[src/rtl/led_blinker_multi.sv]
// Multi-channel LED driver: one shared prescaler produces a tick at TICK_HZ,
// and each channel runs independently as OFF, ON, BLINK or ONESHOT.

// Per-channel mode/period/count state machine with registered outputs.
module led_blinker_chan #(
    parameter int PERIOD_W = 16
) (
    input  logic                clk,
    input  logic                rst_n,
    input  logic                tick_i,
    input  logic                wr_i,
    input  logic [1:0]          mode_i,
    input  logic [PERIOD_W-1:0] period_i,
    output logic                signal_o,
    output logic                done_o
);
    typedef enum logic [1:0] {
        MODE_OFF     = 2'd0,
        MODE_ON      = 2'd1,
        MODE_BLINK   = 2'd2,
        MODE_ONESHOT = 2'd3
    } mode_e;

    mode_e               mode_q;
    logic [PERIOD_W-1:0] period_q;
    logic [PERIOD_W-1:0] count_q;
    logic                signal_q;
    logic                done_q;

    // A period of 0 behaves like 1 so the count compare always terminates.
    logic [PERIOD_W-1:0] period_wr;
    assign period_wr = (period_i == '0) ? PERIOD_W'(1) : period_i;

    // Channel state: a write wins over a tick in the same cycle; done is a
    // single-cycle pulse raised together with the ONESHOT falling edge.
    always_ff @(posedge clk) begin
        if (!rst_n) begin
            mode_q   <= MODE_OFF;
            period_q <= PERIOD_W'(1);
            count_q  <= '0;
            signal_q <= 1'b0;
            done_q   <= 1'b0;
        end else if (wr_i) begin
            mode_q   <= mode_e'(mode_i);
            period_q <= period_wr;
            count_q  <= '0;
            signal_q <= (mode_i != MODE_OFF);
            done_q   <= 1'b0;
        end else begin
            done_q <= 1'b0;
            if (tick_i) begin
                case (mode_q)
                    MODE_BLINK: begin
                        if (count_q == period_q - 1'b1) begin
                            signal_q <= ~signal_q;
                            count_q  <= '0;
                        end else begin
                            count_q <= count_q + 1'b1;
                        end
                    end
                    MODE_ONESHOT: begin
                        if (count_q == period_q - 1'b1) begin
                            signal_q <= 1'b0;
                            mode_q   <= MODE_OFF;
                            count_q  <= '0;
                            done_q   <= 1'b1;
                        end else begin
                            count_q <= count_q + 1'b1;
                        end
                    end
                    default: ; // OFF/ON hold; count stays 0
                endcase
            end
        end
    end

    assign signal_o = signal_q;
    assign done_o   = done_q;
endmodule

module led_blinker_multi #(
    parameter  int FREQ     = 50_000_000,
    parameter  int TICK_HZ  = 1000,
    parameter  int CH       = 4,
    parameter  int PERIOD_W = 16,
    localparam int CH_W     = (CH > 1) ? $clog2(CH) : 1
) (
    input  logic                clk,
    input  logic                rst_n,
    input  logic                enable,
    input  logic                cfg_we,
    input  logic [CH_W-1:0]     cfg_ch,
    input  logic [1:0]          cfg_mode,
    input  logic [PERIOD_W-1:0] cfg_period,
    output logic [CH-1:0]       signal,
    output logic [CH-1:0]       done
);
    localparam int DIV   = FREQ / TICK_HZ;
    localparam int PRE_W = (DIV > 1) ? $clog2(DIV) : 1;
    localparam logic [PRE_W-1:0] PRE_MAX = PRE_W'(DIV - 1);

    logic [PRE_W-1:0] presc_q;
    logic             tick;

    // With DIV=1 the counter is stuck at 0 == PRE_MAX, so tick follows enable.
    assign tick = enable && (presc_q == PRE_MAX);

    // Free-running prescaler; frozen by enable, never disturbed by writes.
    always_ff @(posedge clk) begin
        if (!rst_n)
            presc_q <= '0;
        else if (enable)
            presc_q <= (presc_q == PRE_MAX) ? '0 : presc_q + 1'b1;
    end

    for (genvar g = 0; g < CH; g++) begin : g_ch
        logic wr_sel;
        // Out-of-range channel numbers never match any instance.
        assign wr_sel = cfg_we && (cfg_ch == CH_W'(g));

        led_blinker_chan #(.PERIOD_W(PERIOD_W)) u_chan (
            .clk      (clk),
            .rst_n    (rst_n),
            .tick_i   (tick),
            .wr_i     (wr_sel),
            .mode_i   (cfg_mode),
            .period_i (cfg_period),
            .signal_o (signal[g]),
            .done_o   (done[g])
        );
    end
endmodule

[config.mk]
export PLATFORM = sky130hd
export DESIGN_NAME = led_blinker_multi
export DESIGN_NICKNAME = d
export VERILOG_FILES = /design/src/rtl/led_blinker_multi.sv
export SDC_FILE = /design/constraint.sdc
export NUM_CORES = 1
export LEC_CHECK = 0
export ABC_AREA = 1
export CORE_MARGIN = 5
export CORE_UTILIZATION = 25
export DETAILED_ROUTE_END_ITERATION = 8
export PLACE_DENSITY = 0.35
export SYNTH_ARGS = -nofsm -noshare
export SYNTH_HDL_FRONTEND = slang
export SYNTH_SLANG_ARGS = --single-unit
[constraint.sdc]
create_clock -name clk -period 2.4 [get_ports clk]
set_clock_uncertainty 0.15 [all_clocks]
set_input_delay 0.48 -clock clk [delete_from_list [all_inputs] [get_ports clk]]
set_output_delay 0.48 -clock clk [all_outputs]
set_load 0.01 [all_outputs]
==> reports/results.ini <==
[status]
status=complete, no violations

[timing]
rsz0062_at_grt=true
fin_crit_ps=2310
max-slew-margin-rel_pct=57.4
worstMarginPinSlew_ps=637
hold_viol=0
setup_viol=0
final.period_utilization_pct=96.2
max_freq_mhz=433
slew_violations=0
setup_ws_ps=90.5

[floorplanning]
chipWidth_um=209
chipHeight_um=209
initial_core_util_pct=25.4
rows=72
pin_count=32
die_area_mm2=0.0435
core_area_mm2=0.0388

[place]
dp.cells=2163
dp_slack_ps=-297
io_buffers=31
place_area_mm2=0.0117
gp_congestion=0.847
dp_hpwl_mm=27.1

[power_and_ir_drop]
ir_drop_uv=503
p_leak_uw=0.00564
powerDensity_mw_per_mm2=523
p_total_uw=6710

[clocking]
tritoncts=yes
cts_max_path_buffers=2
htreeDepth=4
clock-sinks=160
clk_latency_ps=440
cts_made_buffers=17
path_clk_slew_ps=70
clk_root_buffer_cell=clkbuf_16

[worst_setup_path]
worstSetupEndpointType=flop
reg2reg_depth=13
worstPathRequired_ps=2580
cp_max_fo=6
worstPathArrival_ps=2490
start_kind=flop
worstSetupPathType=reg -> reg

[logic_synthesis]
synth_edf_count=0
netlist_area_mm2=0.00986
async_reset_ff_share_pct=0
synth_warnings=0
synthCells=1519
syn_avg_cell_area_um2=6.49
synth_cell_types=42
yosys-top-cells-area=dfxtp_1 (32%), nand2_1 (13%), inv_1 (9.0%), nor2_1 (8.0%), xor2_1 (6.2%)
synth_top_area_cell=dfxtp_1
yosysSeqAreaShare_pct=32.5
ys_seq_elements=160
synth.net_count=1552
synth_top_area_share_pct=32.5
synthFlopType=dfxtp_1

[routing]
drc=0
drtAntennaViolNets=0
drt-total-wl_mm=34.1
vias=9758
first_iter_violations=399
routedWlPerCell_um=15.4
viasPerCell=4.42
dr.pass1.iters=7

[grt]
grt_pass1_vias=9564
grt_pass1_wl_mm=53.6
grt_max_degree=17
grt_overflow=0
grt.total_usage_pct=15.6
grt_antenna_before_repair=0

[finish]
instances_no_fill=2209
post-route-util_pct=33.1
syn2layout_area_growth_pct=30.1
final_nets=1711
drive_gt1_share_pct=18.3
final_area_mm2=0.0128
diodes=0

[hold_path]
hold_class=reg -> reg
min_delay_path_depth=2

[flow_run]
max-cap-violations=0

[registers in the layout, indices dropped and copies added, names as in the netlist]
name / flops
presc_q: 16
g_ch.u_chan.done_o: 4
g_ch.u_chan.count_q: 64
g_ch.u_chan.signal_o: 4
g_ch.u_chan.mode_q: 8
g_ch.u_chan.period_q: 64
[Yosys cell counts, types with 14 or more instances]
cell type,count
nand2_1,342
inv_1,237
nor2_1,209
dfxtp_1,160
nand3_1,121
xor2_1,70
o22ai_1,52
o21ai_0,50
nor3_1,33
a21oi_1,31
nand4_1,30
nor2_2,30
xnor2_1,26
nand2_2,14
[report_power, final]
part	switching, uW	internal [uW]
registers	50.8	2700
logic	585	369
clock network	1200	1800
total	1840	4870
[critical path, stage by stage (launching register included)]
cell     delay (ps)
dfxtp_2         350
ha_4            150
nand2_4          60
inv_4            70
nand2_4          50
nor2_4          110
nand3_4         140
buf_6           150
nor2_4          170
nand3_4         110
nor3_4          330
buf_4           170
xor2_1          150
nor2_1           50
[cell usage in the layout, fill, tap and decap left out, drive strengths merged, types with 2 or more instances in the layout]
master         netlist  final
nand2              358    360
inv                246    246
nor2               246    246
dfxtp              160    160
buf                 14    133
nand3              130    130
xor2                70     70
o21ai               54     54
o22ai               52     52
nor3                42     42
clkdlybuf4s50        0     31
a21oi               31     31
nand4               31     31
xnor2               26     26
clkbuf              12     22
nand3b              10     10
nor4                10     10
ha                   9      9
clkinv               2      6
nor3b                4      4
bufinv               0      4
o21bai               3      3
and3                 2      2
clkinvlp             0      2
[path summary, 6_finish.rpt]
path | startpoint | end | slack (ps)
worst max-delay path | presc_q[1] | g_ch[0].u_chan.count_q[7] | 90
worst min-delay path | g_ch[2].u_chan.period_q[15] | g_ch[2].u_chan.period_q[15] | 340
worst max register to register | presc_q[1] | g_ch[0].u_chan.count_q[7] | 90
worst min register to register | g_ch[2].u_chan.period_q[15] | g_ch[2].u_chan.period_q[15] | 340
[routing by layer]
metal	share of wire [%]	GRT usage, %	wire (um)
met5	0	0	0
met4	1.3	3.24	457
met3	2.8	2.58	962
met2	44	24.4	14900
met1	52	22.8	17700
[timing repair]
action | 4_1_cts | 5_1_grt
resized for setup | 11 | 91
setup buffers | 2 | 10
pin swaps | 4 | 39
setup endpoints to repair | 31 | 73
hold buffers | 0 | 0
gates cloned | 0 | 2
[per-stage QoR]
stage                     hold slack (ps)  TNS [ps]
after floorplan                       297         0
after global placement                317    -13520
after detailed placement              329    -16730
after CTS                             344         0
after global routing                  362      -115
final                                 337         0
[final cells by class]
| type | count | area (um^2) |
|---|---|---|
| clock buffer | 22 | 464 |
| sequential | 160 | 3210 |
| tap | 518 | 648 |
| fill | 4257 | 26000 |
| clock inverter | 10 | 159 |
| timing repair buffer | 164 | 1430 |
| inverter | 248 | 936 |
| multi-input combinational | 1087 | 5990 |
[kinds of logic after synthesis]
group | synth area share (%)
buf+inv | 11.0
simple gates | 38.5
fa+ha+maj | 1.14
flops | 32.5
compound gates | 8.34
xor+xnor | 8.53
(Power assumes the default switching activity.)
